### config.mk
export PLATFORM = sky130hd
export DESIGN_NAME = bch_chien_search
export DESIGN_NICKNAME = d
export VERILOG_FILES = /design/src/rtl/bch_chien_search.sv
export SDC_FILE = /design/constraint.sdc
export NUM_CORES = 1
export LEC_CHECK = 0
export ABC_AREA = 1
export BUFFER_PORTS_ARGS = -buffer_cell sky130_fd_sc_hd__buf_2
export CAP_MARGIN = 10
export CORE_MARGIN = 4
export CORE_UTILIZATION = 30
export CTS_BUF_LIST = sky130_fd_sc_hd__clkbuf_8
export DETAILED_ROUTE_END_ITERATION = 12
export SYNTH_ARGS = -nofsm -noshare
export SYNTH_HDL_FRONTEND = slang
export SYNTH_SLANG_ARGS = --single-unit
### constraint.sdc
create_clock -name iclk -period 1.2 [get_ports iclk]
set_input_delay 0.24 -clock iclk [delete_from_list [all_inputs] [get_ports iclk]]
set_output_delay 0.24 -clock iclk [all_outputs]
set_load 0.01 [all_outputs]
### src/rtl/bch_chien_search.sv
// Chien search for a binary BCH decoder: evaluates the error locator at every codeword position, highest degree first.
// Optional macro BCH_CHIEN_DECFAIL_EN adds a root counter and the odecfail check.
module bch_chien_search #(
  parameter int m      = 4,
  parameter int k_max  = 5,
  parameter int d      = 7,
  parameter int n      = 15,
  parameter int irrpol = 19,
  parameter int ptr_w  = 4
) (
  input  logic             iclk,
  input  logic             ireset,
  input  logic             iclkena,
  input  logic             iloc_poly_val,
  input  logic [m-1:0]     iloc_poly [0:(d-1)/2],
  input  logic [ptr_w-1:0] iloc_poly_ptr,
  output logic             oval,
  output logic             osop,
  output logic             oeop,
  output logic             oerr,
  output logic [ptr_w-1:0] optr,
  output logic             odecfail
);

  localparam int t     = (d - 1) / 2;
  localparam int q     = (1 << m) - 1;
  localparam int shift = (1 << m) - n;
  localparam int cnt_w = $clog2(((n > k_max) ? n : k_max) + 1);
  localparam int rc_w  = $clog2(t + 2);
  localparam logic [m:0] poly_c = (m + 1)'(irrpol);

  typedef enum logic {WAIT, SEARCH} state_t;

  function automatic logic [m-1:0] mul_alpha(input logic [m-1:0] x);
    logic [m:0] s;
    s = {x, 1'b0};
    if (s[m]) s = s ^ poly_c;
    return s[m-1:0];
  endfunction

  // Constant multiply by alpha^p; unrolls to pure XOR logic for constant p.
  function automatic logic [m-1:0] gf_mul_apow(input logic [m-1:0] x, input int p);
    logic [m-1:0] r;
    int e;
    r = x;
    e = p % q;
    for (int j = 0; j < q; j++)
      if (j < e) r = mul_alpha(r);
    return r;
  endfunction

  state_t             state_q, state_d;
  logic [cnt_w-1:0]   cnt_q, cnt_d;
  logic [ptr_w-1:0]   ptr_q, ptr_d;
  logic [m-1:0]       reg_q [0:t];
  logic [m-1:0]       reg_d [0:t];
  logic               val_q, val_d, sop_q, sop_d, eop_q, eop_d, err_q, err_d;
  logic [m-1:0]       sum;
  logic               root, last;
`ifdef BCH_CHIEN_DECFAIL_EN
  logic [rc_w-1:0]    deg_q, deg_d, rcnt_q, rcnt_d, rcnt_nxt, deg_new;
  logic               decfail_q, decfail_d;
`endif

  // NOTE: every always_comb output gets a default before the case, so no path can infer a latch.
  always_comb begin
    state_d = state_q;
    cnt_d   = cnt_q;
    ptr_d   = ptr_q;
    reg_d   = reg_q;
    val_d   = 1'b0;
    sop_d   = 1'b0;
    eop_d   = 1'b0;
    err_d   = 1'b0;
    sum     = '0;
    for (int i = 0; i <= t; i++) sum = sum ^ reg_q[i];
    root = (sum == '0);
    last = (cnt_q == cnt_w'(n - 1));
`ifdef BCH_CHIEN_DECFAIL_EN
    deg_d     = deg_q;
    rcnt_d    = rcnt_q;
    decfail_d = 1'b0;
    deg_new   = '0;
    for (int i = 1; i <= t; i++)
      if (iloc_poly[i] != '0) deg_new = rc_w'(i);
    rcnt_nxt = (root && rcnt_q != rc_w'(t + 1)) ? rcnt_q + rc_w'(1) : rcnt_q;
`endif
    case (state_q)
      WAIT: begin
        if (iloc_poly_val) begin
          state_d = SEARCH;
          cnt_d   = '0;
          ptr_d   = iloc_poly_ptr;
          // Pre-rotate so the first evaluation point is alpha^-(n-1) for shortened codes.
          for (int i = 0; i <= t; i++) reg_d[i] = gf_mul_apow(iloc_poly[i], i * shift);
`ifdef BCH_CHIEN_DECFAIL_EN
          deg_d  = deg_new;
          rcnt_d = '0;
`endif
        end
      end
      SEARCH: begin
        val_d = 1'b1;
        sop_d = (cnt_q == '0);
        eop_d = last;
        err_d = root;
        cnt_d = cnt_q + cnt_w'(1);
        for (int i = 0; i <= t; i++) reg_d[i] = gf_mul_apow(reg_q[i], i);
`ifdef BCH_CHIEN_DECFAIL_EN
        rcnt_d    = rcnt_nxt;
        decfail_d = last && (rcnt_nxt != deg_q);
`endif
        if (last) state_d = WAIT;
      end
      default: state_d = WAIT;
    endcase
  end

  // NOTE: sequential state uses non-blocking assignments so every flop samples pre-edge values.
  always_ff @(posedge iclk or posedge ireset) begin
    if (ireset) begin
      state_q <= WAIT;
      val_q   <= 1'b0;
      sop_q   <= 1'b0;
      eop_q   <= 1'b0;
      err_q   <= 1'b0;
`ifdef BCH_CHIEN_DECFAIL_EN
      decfail_q <= 1'b0;
`endif
    end else if (iclkena) begin
      state_q <= state_d;
      val_q   <= val_d;
      sop_q   <= sop_d;
      eop_q   <= eop_d;
      err_q   <= err_d;
`ifdef BCH_CHIEN_DECFAIL_EN
      decfail_q <= decfail_d;
`endif
    end
  end

  // NOTE: datapath registers carry no reset; they are always reloaded on acceptance before use.
  always_ff @(posedge iclk) begin
    if (iclkena) begin
      cnt_q <= cnt_d;
      ptr_q <= ptr_d;
      reg_q <= reg_d;
`ifdef BCH_CHIEN_DECFAIL_EN
      deg_q  <= deg_d;
      rcnt_q <= rcnt_d;
`endif
    end
  end

  assign oval = val_q;
  assign osop = sop_q;
  assign oeop = eop_q;
  assign oerr = err_q;
  assign optr = ptr_q;
`ifdef BCH_CHIEN_DECFAIL_EN
  assign odecfail = decfail_q;
`else
  assign odecfail = 1'b0;
`endif

endmodule

# After elaboration in Yosys (flattened, before gate mapping)

Cells that the tools add are included.

Memory bits (writable): 0
ROM bits: 0
Output and inout bits: 9
Bits in latches: 0
Bits in registers: 29
Memories: 0
Input port bits: 24

Order comparisons: 0
Multiply operators: 0
Bitwise logic cells: 16
Reduce and logical (&&, ||, !) cells: 5
Eq/ne operators: 2
Shift operators: 0
Multiplexer cells: 32
Divide/modulo/power cells: 0
Add/subtract/negate cells: 1

Operators with widths:

| operator                                     | number |
|---|---|
| two-way mux 4 bit                            | 10 |
| case mux 16 bit (2 select lines)             | 1 |
| two-way mux 2 bit                            | 12 |
| NOT 2 bit                                    | 12 |
| two-way mux 16 bit                           | 1 |
| XOR 4 bit                                    | 3 |
| zero test 4 bit                              | 2 |
| case mux 4 bit (2 select lines)              | 1 |
| two-way mux 1 bit                            | 6 |
| AND reduction 3 bit                          | 2 |
| adder 4 x 1 -> 4 bit, second input constant  | 1 |
| equality test 4 bit, second input constant   | 1 |
| inequality test 2 bit, second input constant | 1 |
| case mux 1 bit (2 select lines)              | 1 |
| AND reduction 2 bit                          | 1 |
| NOT 1 bit                                    | 1 |

# Depth between registers and ports, before layout

Gate-level depths: netlist of the first run.

Word-level depth: 12
Depth in mapped cells: 9
Mapped depth without buffers: 9

# Least setup slack after synthesis of the first run

Ideal clock, no wire load.

Path kind: register to register
Start point: register state_q
End point: register cnt_q[0], enable pin
Setup time: 0.372 ns
Required time: 0.828 ns
Arrival time: 0.879 ns
Cell stages (with the launch flop): 3
Path buffers: 0
Slack: -0.050 ns
Cell sequence: dfrtp_1 -> nand2_1 -> nand2_1

Cells in the longest elaborated chain, start to end: 3

RTL lines:

| element                         | line | source |
|---|---|---|
| start: declaration              | 52   | `state_t state_q, state_d;` |
| start signal: assignment        | 131  | `state_q <= state_d;` |
| NOT 1 bit (no line)             | n/a  |  |
| inequality test 2 bit (no line) | n/a  |  |
| AND reduction 2 bit (no line)   | n/a  |  |
| end signal: assignment          | 145  | `cnt_q <= cnt_d;` |
| end: declaration                | 53   | `logic [cnt_w-1:0] cnt_q, cnt_d;` |

Every way passes these cells.
A chain may end at the register's enable or synchronous reset.

==> run summary, run 1 <==
Status: completed
Chip Width: 79.2 um
Final Net Count: 245
DRC errors left: 0
Cells after synthesis: 173
Maximum vdd ir drop: 0.897 mV
Layout Skew: 3.15 ps
Largest net degree at the start of global routing: 11
Static Leak: 0.990 nW
First-pass GRT wire length: 5060 um
Mapped Nets: 200
RD Place Congestion: 0.745
Cell taking the most area after synthesis: edfxtp_1
Worst Setup Path Type: reg2reg
IO Count: 33
CTS tree: built
Sink Count: 29
Drt initial violations: 50
Synth top area share: 0.474
Crit-path max FO: 4
Hold Path Origin: iloc_poly_ptr[0]
Type of the tightest min-delay check: in2reg
Hold EP: optr[0]
Clock Latency Late Sink: 280 ps
Wirelength per Cell: 10.1 um
Antenna violations before repair: 0
Layout cells sized above 1: 0.247
R2R setup slack: 60 ps
Max Cap Viol: 0
Reg-to-reg critical path startpoint: reg_q[4]
Worst setup margin: 56.1 ps
Synth top area cells: edfxtp_1 47%, nand2_1 14%, dfrtp_1 8.2%, inv_1 6.4%, xnor2_1 4.6%
Startpoint Class: flip-flop
Vias per inst: 4.05
H-tree levels: 2
Worst EP arrival: 1170 ps
Hold Crit Depth: 1
Place WS: 57.6 ps
Area growth, synth to finish: 31.1%
Worst-case reg-to-reg path depth: 4
First-pass iteration count of the detailed router: 4
Sequential fraction of the synthesis area: 0.556
Yosys reg bits: 29
Average size of a mapped cell: 8.79 um^2
F_max: 0.874 GHz
Core box area: 4820 um^2
Clk pin slew, worst setup/hold paths: 70 ps
Final Critical Period: 1140 ps
Total CTS buffers: 5
Number of diodes: 0
Final period utilization: 0.953
Final Hold Viols: 0
Crit Reg-Reg Endpoint: reg_q[6]
Tot GR Track Use: 0.105
Root buf cell: clkbuf_8
Post-route ant nets: 0
I/O Buffers: 31
Final Core Density: 0.414
DRT Wirelength: 2900 um
Die Y: 79.2 um
Setup-failing EPs final: 0
Total congestion overflow: 0
Routed vias: 1159
Starting density of the core: 0.316
Ys Warns: 0
CP Capture Type: flip-flop
Deepest clock path buffer count: 2
Critical path data required time: 1230 ps
Pwr Density: 2510 nW/um^2
Std-Cell Rows: 25
DPL Wire Length: 2270 um
Vias in the first global route: 1156
RSZ-0062 raised after global routing: true
Die area: 6280 um^2
Fill cells: 482
Final max-slew violation count: 0
Yosys cell types: 17
Synthesized area: 1520 um^2
[where the power goes]
part | leakage, nW | internal (mW) | switching (mW)
Clock | 0.0681 | 0.824 | 0.378
Sequential | 0.295 | 1.66 | 0.338
Combinational | 0.627 | 0.820 | 0.986
[worst max-delay path, cell delays in order (launching register included)]
cell and delay [ps]:
edfxtp_1 450, buf_4 170, xor2_1 140, nand2_1 70, o21ai_0 70
[synthesized netlist by cell type (all sizes together)]
cell type,instances
ha,3
edfxtp,24
nand2b,1
buf,4
a21oi,2
o21ai,13
inv,27
xnor2,8
conb,1
nand2,58
xor2,7
nand3,4
dfrtp,5
nor2,16
[final cells by class]
cell class,count,area (um^2),area share
flip-flops and latches,29,846,0.424
multi-input cells,113,564,0.283
repair buffers,42,265,0.133
inverters,27,101,0.0508
well taps,67,83.8,0.0420
clock buffers,5,68.8,0.0345
clock inverters,3,65.1,0.0326
[repair_timing]
item | 4_1_cts | 5_1_grt
hold buffers | 1 | 0
buffers inserted | 0 | 3
endpoints found under the setup margin | 0 | 1
hold endpoints to repair | 5 | 0
gates resized for setup | 0 | 3
[per-stage QoR]
step / setup TNS [ps] / hold slack, ps / instances / total power, mW / instance area (um^2)
floorplan: 0 / 18.5 / 173 / 3.16 / 1520
global placement: 0 / 149 / 274 / 3.70 / 1820
detailed placement: 0 / 147 / 274 / 3.72 / 1820
CTS: 0 / 131 / 283 / 4.94 / 1960
global route: -33.6 / 128 / 286 / 5.50 / 1990
finish: 0 / 137 / 286 / 5.01 / 1990
[kinds of logic after synthesis]
| group | share of synthesized area |
|---|---|
| compound gates | 0.0493 |
| fa+ha+maj | 0.0247 |
| other cells | 0.00246 |
| simple gates | 0.200 |
| flops | 0.556 |
| buf+inv | 0.0814 |
| xor+xnor | 0.0864 |
[per-layer routing]
metal	global-route usage	vias up	routed length (um)
li1	-	620	-
met4	0.0412	0	53
met2	0.159	27	1280
met1	0.144	507	1450
met5	0	-	0
met3	0.0272	5	110
[cell usage in the layout, fill, tap and decap left out, types with 2 or more instances in the layout]
cell,instances
nand2_1,57
buf_2,31
inv_1,25
edfxtp_1,24
nor2_1,15
o21ai_0,12
xnor2_1,8
buf_4,8
xor2_1,6
clkbuf_8,5
dfrtp_1,5
nand3_1,4
ha_1,3
inv_2,2
a21oi_1,2
bufinv_16,2
buf_12,2
[state kept, by name, summed over array words and instances (netlist names)]
signal,count
optr,4
oerr,1
osop,1
state_q,1
reg_q,16
oeop,1
cnt_q,4
oval,1
[worst max path at each step]
stage | cells after the start | slack (ps) | start | end
floorplan | 2 | 80 | state_q | optr[0]
global placement | 3 | 40 | iclkena | reg_q[13]
detailed placement | 3 | 60 | iclkena | reg_q[13]
CTS | 1 | 70 | state_q | reg_q[13]
global route | 9 | -30 | reg_q[4] | oerr
finish | 4 | 60 | reg_q[4] | reg_q[6]
Power figures use the tool's default switching activity.
==> run 2: changes to the inputs <==
==> constraint.sdc (replaced) <==
create_clock -name iclk -period 1.15 [get_ports iclk]
set_input_delay 0.23 -clock iclk [delete_from_list [all_inputs] [get_ports iclk]]
set_output_delay 0.23 -clock iclk [all_outputs]
set_load 0.01 [all_outputs]
==> run summary, run 2 (same netlist as run 1, synthesis figures left out) <==
Die Y: 79.2 um (unchanged)
Area growth, synth to finish: 28.3%
Final Core Density: 0.405 (-0.00883)
Hold Crit Depth: 1 (unchanged)
IO Count: 33 (unchanged)
Share of power burned in registers: 0.442 (+0.043)
Final Hold Viols: 0 (unchanged)
CP Capture Type: flip-flop
Worst Setup Path Type: reg2reg
Die area: 6280 um^2 (unchanged)
DPL Wire Length: 2260 um (-0.35%)
CTS tree: built
Clock Latency Late Sink: 280 ps (about the same)
Post-route ant nets: 0 (unchanged)
Setup-failing EPs final: 0 (unchanged)
H-tree levels: 2 (unchanged)
DRC errors left: 0 (unchanged)
Max stage delay on crit path: 450 ps (about the same)
Final Net Count: 245 (unchanged)
Total congestion overflow: 0 (unchanged)
Core box area: 4820 um^2 (unchanged)
Wirelength per Cell: 10.3 um (+1.2%)
Max Cap Viol: 0 (unchanged)
Number of diodes: 0 (unchanged)
Crit path max-delay family: simple AND/OR/NAND/NOR gates
Status: completed
Crit-path max FO: 4 (unchanged)
Largest Register: reg_q
Drt initial violations: 46 (-8.0%)
Layout Skew: 5.96 ps (+2.81 ps)
R2R setup slack: 40 ps (-20 ps)
Worst EP arrival: 1290 ps (+120 ps)
Std-Cell Rows: 25 (unchanged)
Worst path slowest cell: edfxtp_1
Layout cells sized above 1: 0.247 (unchanged)
Deepest clock path buffer count: 2 (unchanged)
Root buf cell: clkbuf_8
Clock share of power: 0.166 (-0.074)
Vias in the first global route: 1061 (-8.2%)
RSZ-0062 raised after global routing: true
Final max-slew violation count: 0 (unchanged)
Combinational share of power: 0.392 (+0.031)
Hold Path Origin: iloc_poly_ptr[3]
Most used cell, CP: nand2_1
Worst-case reg-to-reg path depth: 8 (+4)
Maximum vdd ir drop: 1.13 mV (+26%)
First-pass iteration count of the detailed router: 4 (unchanged)
Type of the tightest min-delay check: in2reg
Hold_ws: 122 ps (-14.8 ps)
Final Critical Period: 1110 ps (-30.0 ps)
CP Buf/Inv Count: 1 (unchanged)
Clk pin slew, worst setup/hold paths: 70 ps (about the same)
Starting density of the core: 0.316 (unchanged)
I/O Buffers: 31 (unchanged)
Reg-to-reg critical path startpoint: reg_q[2]
Chip Width: 79.2 um (unchanged)
Psw: 1.74 mW (+2.3%)
Critical path data required time: 1320 ps (+90 ps)
Pint: 3.01 mW (-9.0%)
Non-filler instance count after layout: 286 (unchanged)
Max reg flops: 16 (unchanged)
Tot GR Track Use: 0.0991 (-0.00623)
Crit Reg-Reg Endpoint: oerr
Worst path cell trace: nand2_1 > inv_1 > nor2_1 > nand2_1 > nand2_1 > nor2_1 > nand3_1 > nand2_1
Fill cells: 502 (+4.1%)
Total CTS buffers: 5 (unchanged)
Routed vias: 1153 (-0.52%)
Antenna violations before repair: 0 (unchanged)
Pwr Density: 2430 nW/um^2 (-3.1%)
Sink Count: 29 (unchanged)
Static Leak: 0.970 nW (-2.0%)
Most frequent cells in the layout: 57 x nand2_1, 31 x buf_2, 26 x inv_1
DRT Wirelength: 2930 um (+1.2%)
Placed Cells: 275 (+0.36%)
Startpoint Class: flip-flop
Vias per inst: 4.03 (-0.52%)
Final period utilization: 0.969 (+0.0154)
Sw frac: 0.367 (+0.0268)
Commonest non-fill, non-tap cell in the layout: nand2_1
F_max: 0.898 GHz (+2.7%)
RD Place Congestion: 0.748 (+0.35%)
Hold EP: optr[3]
Largest net degree at the start of global routing: 11 (unchanged)
First-pass GRT wire length: 4710 um (-7.0%)
## run 2: cell count changes in the layout (fill, tap and decap cells not counted), sizes merged
cell    before  now
bufinv       2    0
clkinv       1    2
inv         27   28
## run 2: final cells by class
type,count,area (um^2),area share
multi-input cells,113,559,0.287
clock buffers,5,68.8,0.0353
well taps,67,83.8,0.0429
inverters,27,101,0.0519
repair buffers,42,278,0.142
clock inverters,3,13.8,0.00705
flip-flops and latches,29,847,0.434
## run 2: timing repair
action	in CTS	in global routing
gates resized for setup	1	4
buffers inserted	0	2
hold endpoints to repair	5	0
setup endpoints to repair	4	21
hold buffers	1	0
pin swaps	0	2
## run 2: layer usage
metal | global-route usage | wire length, um
met5 | 0 | 0
met4 | 0.0515 | 63
met1 | 0.135 | 1450
met2 | 0.142 | 1260
met3 | 0.0272 | 158
## run 2: how the worst max path moves through the flow
stage          slack, ps  cells after the start   endpoint  startpoint
6_report              40                      8       oerr    reg_q[2]
5_1_grt              -60                      9       oerr    reg_q[4]
4_1_cts               20                      6       oerr    reg_q[3]
3_5_place_dp         -40                      3  reg_q[13]     iclkena
3_3_place_gp         -40                      3  reg_q[13]     iclkena
2_1_floorplan         30                      2    optr[0]     state_q
## run 2: through the flow
step	worst slack [ps]	TNS, ps	total power [mW]	instance area [um^2]
floorplan	30.0	0	3.30	1520
global route	-62.7	-79.7	5.18	1950
finish	36.1	0	4.75	1950
detailed placement	-38.1	-152	3.94	1840
CTS	19.1	0	4.75	1930
global placement	-42.0	-168	3.90	1840
## run 2: power by group through the flow
stage / logic, mW / clock network, mW / registers (mW)
floorplan: 1.25 / 0 / 2.04
global placement: 1.81 / 0 / 2.09
CTS: 1.84 / 0.812 / 2.10
global route: 2.15 / 0.861 / 2.17
finish: 1.86 / 0.791 / 2.10
detailed placement: 1.83 / 0 / 2.11
